## src/rtl/uart_imem_loader_if.sv

```systemverilog
// Instruction-memory write port driven by the boot loader.
interface uart_imem_loader_if #(
    parameter int ADDR_W = 8
);
    logic              imem_we;
    logic [ADDR_W-1:0] imem_addr;
    logic [31:0]       imem_wdata;

    modport master (output imem_we, output imem_addr, output imem_wdata);
    modport slave  (input  imem_we, input  imem_addr, input  imem_wdata);
endinterface

```

## src/rtl/uart_imem_loader.sv

```systemverilog
// Boot loader: receives a length-prefixed image over UART 8N1, packs
// bytes into little-endian 32-bit words, writes them into imem and
// releases the core reset once the whole image has landed.
module uart_imem_loader #(
    parameter int CLKS_PER_BIT = 104,
    parameter int IMEM_WORDS   = 256,
    parameter int ADDR_W       = $clog2(IMEM_WORDS)
) (
    input  logic                       clk,
    input  logic                       rstN,
    input  logic                       rx,
    uart_imem_loader_if.master         imem,
    output logic                       core_rstN,
    output logic                       busy,
    output logic                       error
);
    localparam int CNT_W = $clog2(CLKS_PER_BIT);
    localparam logic [CNT_W-1:0] BIT_END  = CNT_W'(CLKS_PER_BIT - 1);
    localparam logic [CNT_W-1:0] HALF_END = CNT_W'(CLKS_PER_BIT / 2 - 1);

    typedef enum logic [1:0] {RX_IDLE, RX_START, RX_DATA, RX_STOP} rx_state_e;
    typedef enum logic [2:0] {L_LEN0, L_LEN1, L_DATA, L_DONE, L_ERR} ld_state_e;

    // ---------------- rx synchroniser ----------------
    logic rx_meta_q, rx_sync_q;

    // Two-flop synchroniser; idles high so reset never looks like a start bit.
    always_ff @(posedge clk or negedge rstN) begin
        if (!rstN) begin
            rx_meta_q <= 1'b1;
            rx_sync_q <= 1'b1;
        end else begin
            rx_meta_q <= rx;
            rx_sync_q <= rx_meta_q;
        end
    end

    // ---------------- UART receiver ----------------
    rx_state_e        rx_state_q, rx_state_d;
    logic [CNT_W-1:0] clk_cnt_q, clk_cnt_d;
    logic [2:0]       bit_cnt_q, bit_cnt_d;
    logic [7:0]       shift_q, shift_d;
    logic             byte_valid, frame_err;
    logic [7:0]       rx_byte;

    // Receiver state and bit-timing registers.
    always_ff @(posedge clk or negedge rstN) begin
        if (!rstN) begin
            rx_state_q <= RX_IDLE;
            clk_cnt_q  <= '0;
            bit_cnt_q  <= '0;
            shift_q    <= '0;
        end else begin
            rx_state_q <= rx_state_d;
            clk_cnt_q  <= clk_cnt_d;
            bit_cnt_q  <= bit_cnt_d;
            shift_q    <= shift_d;
        end
    end

    // Receiver next state: half-bit to centre on the start bit, then whole bits.
    always_comb begin
        rx_state_d = rx_state_q;
        clk_cnt_d  = clk_cnt_q + CNT_W'(1);
        bit_cnt_d  = bit_cnt_q;
        shift_d    = shift_q;
        case (rx_state_q)
            RX_IDLE: begin
                clk_cnt_d = '0;
                bit_cnt_d = '0;
                if (!rx_sync_q) rx_state_d = RX_START;
            end
            RX_START: begin
                if (clk_cnt_q == HALF_END) begin
                    clk_cnt_d  = '0;
                    // Still high at mid start bit means it was a glitch.
                    rx_state_d = rx_sync_q ? RX_IDLE : RX_DATA;
                end
            end
            RX_DATA: begin
                if (clk_cnt_q == BIT_END) begin
                    clk_cnt_d = '0;
                    shift_d   = {rx_sync_q, shift_q[7:1]};
                    bit_cnt_d = bit_cnt_q + 3'd1;
                    if (bit_cnt_q == 3'd7) rx_state_d = RX_STOP;
                end
            end
            RX_STOP: begin
                if (clk_cnt_q == BIT_END) begin
                    clk_cnt_d  = '0;
                    rx_state_d = RX_IDLE;
                end
            end
            default: rx_state_d = RX_IDLE;
        endcase
    end

    // Receiver outputs: one-cycle byte or framing-error pulse at mid stop bit.
    always_comb begin
        byte_valid = 1'b0;
        frame_err  = 1'b0;
        rx_byte    = shift_q;
        if (rx_state_q == RX_STOP && clk_cnt_q == BIT_END) begin
            byte_valid = rx_sync_q;
            frame_err  = !rx_sync_q;
        end
    end

    // ---------------- loader ----------------
    ld_state_e         ld_state_q, ld_state_d;
    logic [15:0]       len_q, len_d;
    logic [ADDR_W:0]   word_cnt_q, word_cnt_d;
    logic [1:0]        byte_idx_q, byte_idx_d;
    logic [31:0]       wdata_q, wdata_d;
    logic              we_q, we_d;
    logic [ADDR_W-1:0] addr_q, addr_d;
    logic [15:0]       hdr_len;

    assign hdr_len = {rx_byte, len_q[7:0]};

    // Loader state, word assembly and imem port registers.
    always_ff @(posedge clk or negedge rstN) begin
        if (!rstN) begin
            ld_state_q <= L_LEN0;
            len_q      <= '0;
            word_cnt_q <= '0;
            byte_idx_q <= '0;
            wdata_q    <= '0;
            we_q       <= 1'b0;
            addr_q     <= '0;
        end else begin
            ld_state_q <= ld_state_d;
            len_q      <= len_d;
            word_cnt_q <= word_cnt_d;
            byte_idx_q <= byte_idx_d;
            wdata_q    <= wdata_d;
            we_q       <= we_d;
            addr_q     <= addr_d;
        end
    end

    // Loader next state: header, then words; DONE and ERR are terminal.
    always_comb begin
        ld_state_d = ld_state_q;
        len_d      = len_q;
        word_cnt_d = word_cnt_q;
        byte_idx_d = byte_idx_q;
        wdata_d    = wdata_q;
        we_d       = 1'b0;
        addr_d     = addr_q;
        case (ld_state_q)
            L_LEN0: begin
                if (byte_valid) begin
                    len_d[7:0] = rx_byte;
                    ld_state_d = L_LEN1;
                end
                if (frame_err) ld_state_d = L_ERR;
            end
            L_LEN1: begin
                if (byte_valid) begin
                    len_d      = hdr_len;
                    word_cnt_d = '0;
                    byte_idx_d = '0;
                    if (hdr_len == 16'd0)
                        ld_state_d = L_DONE;
                    else if ({16'd0, hdr_len} > IMEM_WORDS)
                        ld_state_d = L_ERR;
                    else
                        ld_state_d = L_DATA;
                end
                if (frame_err) ld_state_d = L_ERR;
            end
            L_DATA: begin
                // Strobe cycle: advance the counter; last word ends the load.
                if (we_q) begin
                    word_cnt_d = word_cnt_q + 1'b1;
                    if (16'(word_cnt_q) + 16'd1 == len_q) ld_state_d = L_DONE;
                end
                if (byte_valid) begin
                    wdata_d[{byte_idx_q, 3'b000} +: 8] = rx_byte;
                    byte_idx_d = byte_idx_q + 2'd1;
                    if (byte_idx_q == 2'd3) begin
                        we_d   = 1'b1;
                        addr_d = word_cnt_q[ADDR_W-1:0];
                    end
                end
                if (frame_err) ld_state_d = L_ERR;
            end
            L_DONE:  ld_state_d = L_DONE;
            L_ERR:   ld_state_d = L_ERR;
            default: ld_state_d = L_ERR;
        endcase
    end

    // Loader outputs: core stays in reset unless the image completed.
    always_comb begin
        core_rstN       = (ld_state_q == L_DONE);
        busy            = (ld_state_q != L_DONE);
        error           = (ld_state_q == L_ERR);
        imem.imem_we    = we_q;
        imem.imem_addr  = addr_q;
        imem.imem_wdata = wdata_q;
    end
endmodule
```

## src/flat_wrapper.sv

```systemverilog
// flat-port wrapper written by rule: the top's interface ports become plain ports
module uart_imem_loader_flat 
#(
    parameter int CLKS_PER_BIT = 104,
    parameter int IMEM_WORDS   = 256,
    parameter int ADDR_W       = $clog2(IMEM_WORDS)
)
  (clk, rstN, rx, core_rstN, busy, error, imem_imem_we, imem_imem_addr, imem_imem_wdata);
  uart_imem_loader_if #(.ADDR_W(ADDR_W)) imem_i ();
  input  logic clk;
  input  logic rstN;
  input  logic rx;
  output logic core_rstN;
  output logic busy;
  output logic error;
  output wire logic [$bits(imem_i.imem_we)-1:0] imem_imem_we;
  output wire logic [$bits(imem_i.imem_addr)-1:0] imem_imem_addr;
  output wire logic [$bits(imem_i.imem_wdata)-1:0] imem_imem_wdata;
  assign imem_imem_we = imem_i.imem_we;
  assign imem_imem_addr = imem_i.imem_addr;
  assign imem_imem_wdata = imem_i.imem_wdata;
  uart_imem_loader #(.CLKS_PER_BIT(CLKS_PER_BIT), .IMEM_WORDS(IMEM_WORDS), .ADDR_W(ADDR_W)) u_core (.clk(clk), .rstN(rstN), .rx(rx), .imem(imem_i), .core_rstN(core_rstN), .busy(busy), .error(error));
endmodule
```

## config.mk

```make
export PLATFORM = sky130hd
export DESIGN_NAME = uart_imem_loader_flat
export DESIGN_NICKNAME = d
export VERILOG_FILES = /design/src/rtl/uart_imem_loader_if.sv /design/src/rtl/uart_imem_loader.sv /design/src/flat_wrapper.sv
export SDC_FILE = /design/constraint.sdc
export NUM_CORES = 1
export LEC_CHECK = 0
export BUFFER_PORTS_ARGS = -buffer_cell sky130_fd_sc_hd__buf_2
export CORE_ASPECT_RATIO = 1.75
export CORE_MARGIN = 5
export CORE_UTILIZATION = 40
export DETAILED_ROUTE_END_ITERATION = 10
export PLACE_DENSITY = 0.6
export SYNTH_ARGS = -nofsm -noshare
export SYNTH_HDL_FRONTEND = slang
export SYNTH_SLANG_ARGS = --single-unit
```

## constraint.sdc

```tcl
create_clock -name clk -period 3.8 [get_ports clk]
set_input_delay 1.14 -clock clk [delete_from_list [all_inputs] [get_ports clk]]
set_output_delay 1.14 -clock clk [all_outputs]
set_load 0.03 [all_outputs]
```

# Yosys cells after proc, flatten, opt, wreduce, memory -nomap -nowiden
# Index checks and enable logic that the tools add are counted.
[op_classes]
add_sub_neg = 6
order_cmp = 1
n_eq_ne = 25
n_shift = 2
mux = 36
bitwise_logic = 1
reduce_logical = 18
[ops]
columns = ["cell", "n"]
rows = [
  ["bitwise mux 32 bit", 1],
  ["variable shift 8 x 7 -> 32 bit, first input constant", 1],
  ["indexed part select 8 x 7 -> 32 bit", 1],
  ["2-to-1 mux 3 bit", 10],
  ["case mux 7 bit (3 select lines)", 1],
  ["2-to-1 mux 9 bit", 2],
  ["case mux 9 bit (2 select lines)", 1],
  ["equality test 16 bit", 1],
  ["greater-than comparator 16 x 9 -> 1 bit, second input constant", 1],
  ["zero test 16 bit", 1],
  ["2-to-1 mux 2 bit", 8],
  ["case mux 8 bit (2 select lines)", 1],
  ["2-to-1 mux 7 bit", 2],
  ["!= test 2 x 1 -> 1 bit, second input constant", 7],
  ["!= test 3 x 1 -> 1 bit, second input constant", 4],
  ["case mux 3 bit (4 select lines)", 1],
  ["AND reduction 3 bit", 4],
  ["adder 9 x 1 -> 10 bit, second input constant", 1],
  ["adder 9 x 1 -> 9 bit, second input constant", 1],
  ["2-to-1 mux 8 bit", 1],
  ["case mux 2 bit (4 select lines)", 1],
  ["AND reduction 2 bit", 4],
  ["adder 7 x 1 -> 7 bit, second input constant", 1],
  ["equality test 7 x 6 -> 1 bit, second input constant", 1],
  ["other kinds (23)", 32],
]
[totals]
regBits = 93
inputBits = 3
output_inout_bits = 44
word_cells = 103

# Depth between registers and ports, before layout
# Gate-level depths: netlist (run 1).
[logic_depth]
ltp_word = 6
ltp_mapped = 9
ltp_nobuf = 7

# Least setup slack after synthesis (run 1)
# Ideal clock, no wire load.
[synth_path]
kind = "register -> output"
startpoint = "reg u_core.ld_state_q[2]"
endpoint = "out error"
t_arrival_ns = 1.366
t_required_ns = 2.660
setup_slack_ns = 1.294
stages_incl_launch_ff = 3
path_buffers = 1
path_cell_list = "dfrtp_1 -> clkbuf_1 -> nor3b_1"
[synth_via]
elab_chain_len = 1
[synth_lines]
columns = ["item", "line_no", "text"]
rows = [
  ["start, declared", "uart_imem_loader.sv:110", "ld_state_e ld_state_q, ld_state_d;"],
  ["start signal, assigned", "uart_imem_loader.sv:132", "ld_state_q <= ld_state_d;"],
  ["equality test 3 bit", "uart_imem_loader.sv:199", "error = (ld_state_q == L_ERR);"],
  ["end, declared", "flat_wrapper.sv:15", "output logic error;"],
]
# No other way between the ends.

# Worst setup path after layout (run 1)
[layout_path]
startpoint = "reg u_core.ld_state_q[0]"
endpoint = "out core_rstN"
[layout_via]
elab_chain_len = 1
[layout_lines]
columns = ["item", "line_no", "text"]
rows = [
  ["equality test 3 x 2 -> 1 bit", "uart_imem_loader.sv:197", "core_rstN = (ld_state_q == L_DONE);"],
  ["end, declared", "flat_wrapper.sv:13", "output logic core_rstN;"],
]
# No other way between the ends.

==> results of run 1 <==
per-stage QoR:
step	total power [uW]	hold slack (ps)	instances	setup WS, ps	instance area, um2
3_5_place_dp	1040	347	597	1370	4670
5_1_grt	2040	362	613	1070	4990
6_report	1980	356	613	1170	4990
2_1_floorplan	1010	345	447	1290	4390
4_1_cts	2000	356	613	1180	4990
3_3_place_gp	1040	346	597	1430	4670
area by class of cell:
| type | instances | share of cell area [%] |
|---|---|---|
| clock buffers | 10 | 4.59 |
| clock inverters | 6 | 1.73 |
| inverters | 7 | 0.527 |
| multi-input cells | 319 | 38.2 |
| flip-flops and latches | 93 | 46.7 |
| well taps | 130 | 3.26 |
| repair buffers | 48 | 4.96 |
final timing paths:
path	cells past startpoint	to	slack, ps	startpoint
min in group asynchronous	1	u_core.imem.imem_wdata[6]	850	rstN
min reg2reg	0	u_core.rx_sync_q	360	u_core.rx_meta_q
max reg2reg	7	u_core.imem.imem_wdata[27]	1390	u_core.clk_cnt_q[0]
max	4	core_rstN	1170	u_core.ld_state_q[0]
min	0	u_core.rx_sync_q	360	u_core.rx_meta_q
max in group asynchronous	2	u_core.rx_meta_q	2130	rstN
cell usage after synthesis, types with 2 or more instances:
| library cell | instances |
|---|---|
| nor4_1 | 5 |
| nand3_1 | 20 |
| xnor2_1 | 10 |
| nand3b_1 | 2 |
| nor2b_1 | 2 |
| dfrtp_1 | 91 |
| clkbuf_1 | 18 |
| buf_4 | 3 |
| a22oi_1 | 2 |
| and2_0 | 2 |
| and3_1 | 3 |
| mux2_2 | 25 |
| nand2_1 | 109 |
| ha_1 | 9 |
| xor2_1 | 3 |
| nor2_1 | 20 |
| clkbuf_2 | 2 |
| o21ai_0 | 46 |
| dfstp_2 | 2 |
| nor3_1 | 5 |
| nor3b_1 | 4 |
| buf_2 | 3 |
| and4_1 | 2 |
| inv_1 | 6 |
| or2_2 | 3 |
| buf_1 | 2 |
| o31ai_1 | 3 |
| and2_1 | 2 |
| nand4b_1 | 2 |
| a221o_1 | 2 |
| a21oi_1 | 9 |
| a31o_2 | 2 |
cell families after synthesis:
kind of cell | Yosys count | share of synthesized area, %
adders and majority gates | 9 | 2.57
muxes | 25 | 6.42
and+or+nand+nor | 194 | 21.1
DFF | 93 | 53.1
AOI/OAI and AO/OA | 78 | 10.8
buffers and inverters | 35 | 3.39
xor gates and xnor gates | 13 | 2.60
worst max-delay path: stages (launching register included):
cell,delay (ps)
dfrtp_1,490
nand2_1,100
or2_2,310
inv_1,60
buf_2,180
state kept, by name, indices dropped and copies added, names as in the netlist, named ones only:
name,flops
u_core.imem.imem_wdata,32
u_core.rx_byte,8
u_core.len_q,16
u_core.word_cnt_q,9
u_core.rx_sync_q,1
u_core.rx_meta_q,1
u_core.imem.imem_addr,8
u_core.rx_state_q,1
u_core.imem.imem_we,1
u_core.bit_cnt_q,3
u_core.byte_idx_q,2
u_core.clk_cnt_q,7
u_core.ld_state_q,3
power groups by stage:
stage               logic (uW)  registers [uW]  clock network [uW]
finish                    23.2             994                 959
global route              27.9             993                1020
CTS                       25.0             993                 982
detailed placement        25.0            1010                   0
global placement          24.1            1010                   0
floorplan                 2.61            1010                   0
routing by layer:
metal  wire length [um]  up-vias  part of all wire, %  GRT usage (%)
met4                376        0                  3.6           7.53
met5                  0        -                    0              0
li1                   -     1603                    -              -
met1               4160     1574                   40           19.4
met2               5520       51                   53           28.2
met3                271       24                  2.6           3.60
==> out/results.txt, run 1 <==
status: finished, final reports clean
Die X-Extent: 89.2 um
post-CTS setup buffer count: 0
Seq pwr share: 50.3%
Gate Count Post-Synth: 447
final setup vio count: 0
worst slew pin tran: 896 ps
Post-Route WL: 10,300 um
synthesized cell area: 4390 um2
Syn Area/Cell: 9.81 um2
fin util: 46.6%
Core Region: 10,700 um2
data required time of the critical path: 2660 ps
CTS tree: done
sw power: 405 uW
Final ANT Viol Nets: 0
Main synth FF type: dfrtp_1
CTS Buf Count: 9
largest net degree at the start of global routing: 58
DR vias/cell: 5.31
switching share of power: 20.5%
commonest non-fill, non-tap cell in the layout: nand2_1
clock-pin slew of the registers on the worst-case setup and hold paths: 70 ps
Detailed Routing Iterations Pass 1: 4
FF/Latch Area: 2330 um2
Clock Path Buffers: 2
skew final: 5.95 ps
CTS Hold Buffers Added: 0
H-tree depth: 3
Tcrit/Tclk final: 69.2%
commonest non-fill, non-tap cells in the layout: nand2_1, dfrtp_1, o21ai_0, buf_2, mux2_2
RSZ-0062 raised after global routing: no
Sink Count: 93
Tmin final: 2630 ps
CP max FO: 6
max_cap viols: 0
Seq cells post-synth: 93
Slew HR: 39.8%
die area: 13,200 um2
first-pass GRT wire length: 16,700 um
1st-iter DRT viols: 180
final slew viol count: 0
DP HPWL: 7420 um
DRC Markers: 0
Warnings, synthesis: 0
clk_lat worst skew: 340 ps
Starting Density: 41.0%
top-area cell type share of the netlist area: 51.9%
vias: 3,252
worst endpoint data arrival time: 1490 ps
I/O pins: 47
Routed WL per cell: 16.8 um
internal power: 1570 uW
ys async rst share: 100%
grt ovf: 0
Max Freq: 380 MHz
row count: 50
Fillers: 1,008
Pleak: 0.00241 uW
worst setup path class: reg2out
share of the yosys chip area belonging to registers: 53.1%
Power Density: 396 nW/um2
CTS root buffer: clkbuf_16
CP startpoint kind: flop
Synthesized Nets: 459
PostCTS Resize Cnt: 0
crit end category: primary output
TNS Setup: 0 ps
area grow syn2layout: 13.7%
GRT Overall Usage: 16.6%
VDD IR max: 0.000282 V
Clk pwr share: 48.5%
Synth area leader: dfrtp_1
Nets: 490
I/O Buffers: 46
initial antenna violation count: 0
EDFF count, synth: 0
Comb power frac: 1.2%
Die Height: 149 um
final weighted congestion in routability-driven placement: 0.833
Multi-input gate area: 1910 um2
antenna cell count: 0
Yosys cell types: 60
Hold WC Path Type: reg2reg
number of global-route vias before repair: 3,181
Final Hold Vio Count: 0
Area contributors post-synth: dfrtp_1, nand2_1, mux2_2
layout cells sized above 1: 22.2%
Power figures use the tool's default switching activity.
==> run 2: changes to the inputs <==
Settings changed: PLACE_DENSITY 0.6 to 0.62.
Clock period 3.8 ns to 2.4 ns, I/O delays scaled along.
==> run 2 against run 1 <==
  * Hold slack improved by 6.4 ps
  * Global-route usage hardly changed
  * Utilization rose by 1.2 points
  * Final area increased by 2.6%
  * Largest power group unchanged
  * First-iteration DRC count up 24%
  * Clock skew grew 1.5 ps
  * Combinational power increased by 61%
  * Routed wire length decreased by 3.2%
  * Critical path depth is 2 higher
  * Highest routed layer unchanged
  * Sequential power increased by 58%
==> out/results.txt, run 2 (synthesis results as in run 1) <==
status: finished, final reports clean
Clk pwr share: 48.2%
VDD IR max: 0.000425 V
I/O Buffers: 46
Final Hold Vio Count: 0
HP Start: u_core.rx_meta_q
TNS Setup: 0 ps
placed cells: 613
DR vias/cell: 5.32
Tmin final: 2280 ps
Hold WC Path Type: reg2reg
Starting Density: 41.0%
clk_lat worst skew: 350 ps
RR Startpoint: u_core.word_cnt_q[1]
Die X-Extent: 89.2 um
crit end category: flop
die area: 13,200 um2
Pleak: 0.00250 uW
DP HPWL: 7070 um
CP max-delay cell: or3b_2
CTS Hold Buffers Added: 0
Detailed Routing Iterations Pass 1: 5
final setup vio count: 0
skew final: 7.40 ps
critical-path cell list: ha_1, nand3_1, or3b_2, a221oi_1, o2111ai_1, a211oi_1
R2R Setup Slk: 120 ps
grt ovf: 0
fin util: 47.8%
sw power: 699 uW
worst setup path class: reg2reg
CTS Buf Count: 9
Post-Route WL: 9990 um
antenna cell count: 0
1st-iter DRT viols: 223
GRT Overall Usage: 16.6%
CTS root buffer: clkbuf_16
Routed WL per cell: 15.9 um
internal power: 2410 uW
DRC Markers: 0
Power Density: 607 nW/um2
Slowest Stage Delay on Critical Path: 460 ps
Final ANT Viol Nets: 0
Die Height: 149 um
vias: 3,346
clock-pin slew of the registers on the worst-case setup and hold paths: 70 ps
commonest non-fill, non-tap cell in the layout: nand2_1
Critical Path Source: u_core.word_cnt_q[1]
Slew HR: 55.8%
Post-Layout Cell Count: 629
Core Region: 10,700 um2
max reg flops: 32
Max Freq: 439 MHz
post-CTS setup buffer count: 0
data required time of the critical path: 2650 ps
Nets: 506
Clock Path Buffers: 2
Tcrit/Tclk final: 94.9%
CP startpoint kind: flop
layout cells sized above 1: 24.8%
Worst Path Buf+Inv: 0
final slew viol count: 0
row count: 50
worst endpoint data arrival time: 2530 ps
initial antenna violation count: 0
number of global-route vias before repair: 3,328
worst slew pin tran: 663 ps
Comb power frac: 1.2%
total power: 3110 uW
final weighted congestion in routability-driven placement: 0.834
area grow syn2layout: 16.7%
max_cap viols: 0
crit-path leading delay family: compound AO/OA/AOI/OAI gates
I/O pins: 47
CP max FO: 8
CTS tree: done
first-pass GRT wire length: 17,000 um
Final Cell Area: 5120 um2
H-tree depth: 3
commonest non-fill, non-tap cells in the layout: nand2_1, dfrtp_1, o21ai_0, buf_2, mux2_2
largest net degree at the start of global routing: 94
Area after DPL: 4810 um2
Seq pwr share: 50.6%
Sink Count: 93
switching share of power: 22.5%
RSZ-0062 raised after global routing: no
PostCTS Resize Cnt: 0
run 2: area by class of cell:
class                      instances  area (um2)
fill                             988        5580
clock buffer                       9         225
inverter                           7        26.3
clock inverter                     7        86.3
timing repair buffer              64         380
tap                              130         163
multi-input combinational        319        1910
sequential                        93        2330
run 2: worst paths after layout:
| path | to | cells past startpoint |
|---|---|---|
| setup / recovery | u_core.ld_state_q[0] | 6 |
| hold / removal | u_core.rx_sync_q | 0 |
| setup reg to reg | u_core.ld_state_q[0] | 6 |
| hold reg to reg | u_core.rx_sync_q | 0 |
| max in group asynchronous | u_core.imem.imem_wdata[30] | 2 |
| min in group asynchronous | u_core.clk_cnt_q[5] | 2 |
run 2: power by group through the flow:
stage	Clock (uW)	Sequential (uW)	Combinational, uW
2_1_floorplan	0	1600	4.13
3_3_place_gp	0	1600	39.7
3_5_place_dp	0	1600	40.1
4_1_cts	1540	1570	40.1
5_1_grt	1610	1570	45.5
6_report	1500	1570	37.3
run 2: layer usage:
| layer | track usage, % | up-vias | part of all wire (%) |
|---|---|---|---|
| li1 | - | 1628 | - |
| met1 | 20.2 | 1645 | 42 |
| met2 | 28.3 | 59 | 53 |
| met3 | 3.22 | 14 | 2.9 |
| met4 | 6.33 | 0 | 2.2 |
| met5 | 0 | - | 0 |
run 2: per-stage QoR:
step                      hold slack, ps  setup WS (ps)
after floorplan                      345            311
after global placement               348            312
after detailed placement             351            161
after CTS                            362            144
after global routing                 371           15.3
final                                362            123
run 2: worst register-to-register path, delay by kind of cell (launching register included):
| family | cells | cell delay, ps |
|---|---|---|
| fa+ha+maj | 1 | 350 |
| flops | 1 | 430 |
| simple gates | 2 | 610 |
| compound gates | 3 | 790 |
==> run 3: changes to the inputs <==
Settings changed: CELL_PAD_IN_SITES_DETAIL_PLACEMENT from default to 0, CELL_PAD_IN_SITES_GLOBAL_PLACEMENT from default to 1, PLACE_DENSITY 0.62 to 0.76.
==> run 3 against run 2 <==
  * Sequential share of layout area down 0.18 points
  * Die area unchanged
  * Clock skew up 2.9 ps
  * Sequential power about the same
  * Count of clock-buffer cells in the layout unchanged
  * Critical path depth down 2
  * Critical path type is now reg2out
==> out/results.txt, run 3 (synthesis results as in run 1) <==
status: finished, final reports clean
skew final: 10.3 ps
PostCTS Resize Cnt: 0
crit path capture: core_rstN
number of global-route vias before repair: 3,330
I/O Buffers: 46
Starting Density: 41.0%
die area: 13,200 um2
GRT Overall Usage: 16.4%
layout cells sized above 1: 25.3%
clock-pin slew of the registers on the worst-case setup and hold paths: 60 ps
Hold WC Path Type: in2async
Die X-Extent: 89.2 um
Detailed Routing Iterations Pass 1: 4
FF/Latch Area: 2330 um2
crit end category: primary output
Pleak: 0.00251 uW
Nets: 506
H-tree depth: 3
worst setup path class: reg2out
grt ovf: 0
Multi-input gate area: 1920 um2
Slowest Stage Delay on Critical Path: 500 ps
CP max-delay cell: dfrtp_1
first-pass GRT wire length: 16,800 um
Tcrit/Tclk final: 92.0%
Power Density: 613 nW/um2
CP startpoint kind: flop
Post-Layout Cell Count: 629
CTS root buffer: clkbuf_16
commonest non-fill, non-tap cells in the layout: nand2_1, dfrtp_1, o21ai_0, buf_2, mux2_2
CP max FO: 7
vias: 3,324
commonest non-fill, non-tap cell in the layout: nand2_1
post-CTS setup buffer count: 0
row count: 50
max_cap viols: 0
final weighted congestion in routability-driven placement: 0.821
DRC Markers: 0
Sink Count: 93
Clock Path Buffers: 2
critical-path cell list: nand2_1, or2_2, inv_1, buf_2
DP HPWL: 7330 um
1st-iter DRT viols: 142
Routed WL per cell: 16.1 um
Fillers: 994
area grow syn2layout: 17.1%
worst slew pin tran: 706 ps
Tmin final: 2210 ps
clk_lat worst skew: 340 ps
Post-Route WL: 10,200 um
Final Hold Vio Count: 0
data required time of the critical path: 1680 ps
antenna cell count: 0
Die Height: 149 um
FF-to-FF path depth: 6
Critical Path Source: u_core.ld_state_q[1]
max reg flops: 32
CTS Hold Buffers Added: 0
Slew HR: 53.0%
Core Region: 10,700 um2
worst endpoint data arrival time: 1490 ps
Final ANT Viol Nets: 0
placed cells: 613
RSZ-0062 raised after global routing: no
CTS tree: done
R2R Setup Slk: 240 ps
VDD IR max: 0.000405 V
FF-to-FF End: u_core.ld_state_q[0]
RR Startpoint: u_core.word_cnt_q[0]
DR vias/cell: 5.28
I/O pins: 47
final setup vio count: 0
largest net degree at the start of global routing: 60
Max Freq: 453 MHz
hold slack: 293 ps
final slew viol count: 0
TNS Setup: 0 ps
initial antenna violation count: 0
CTS Buf Count: 9
==> run 3: power breakdown <==
group	total, uW	internal, uW	switching [uW]	leakage, uW
Combinational	40.0	8.03	32.0	0.00107
Clock	1540	920	619	0.000161
Sequential	1570	1570	2.78	0.00128
Total	3150	2500	654	0.00251
==> run 3: worst max-delay path, delay by kind of cell (launching register included) <==
kind                   cells  cell delay [ps]
buffers and inverters      2              230
flip-flops                 1              500
AND/OR/NAND/NOR            2              420
==> run 3: area by class of cell <==
class | count | share of cell area (%)
multi-input combinational | 319 | 37.3
tap | 130 | 3.17
clock buffer | 9 | 4.38
timing repair buffer | 64 | 7.40
clock inverter | 7 | 1.92
inverter | 7 | 0.511
sequential | 93 | 45.3
==> run 3: per-stage QoR <==
stage	setup slack, ps	total power (uW)	area, um2	utilization [%]
4_1_cts	172	3180	5130	48.0
5_1_grt	50.8	3250	5140	48.0
3_5_place_dp	211	1650	4810	44.9
6_report	191	3150	5140	48.0
2_1_floorplan	311	1600	4390	-
3_3_place_gp	278	1640	4810	44.9
==> run 3: how the worst min path moves through the flow <==
stage | endpoint | cells after the start | slack [ps]
CTS | u_core.ld_state_q[2] | 1 | 290
detailed placement | u_core.rx_sync_q | 0 | 350
global route | u_core.clk_cnt_q[5] | 1 | 320
global placement | u_core.rx_sync_q | 0 | 350
finish | u_core.clk_cnt_q[5] | 1 | 290
floorplan | u_core.rx_sync_q | 0 | 350
==> run 3: layer usage <==
| layer | vias to the layer above | GRT usage (%) | wire length [um] |
|---|---|---|---|
| li1 | 1627 | - | - |
| met5 | - | 0 | 0 |
| met1 | 1641 | 19.1 | 4160 |
| met2 | 42 | 29.2 | 5570 |
| met4 | 0 | 5.37 | 161 |
| met3 | 14 | 3.05 | 263 |
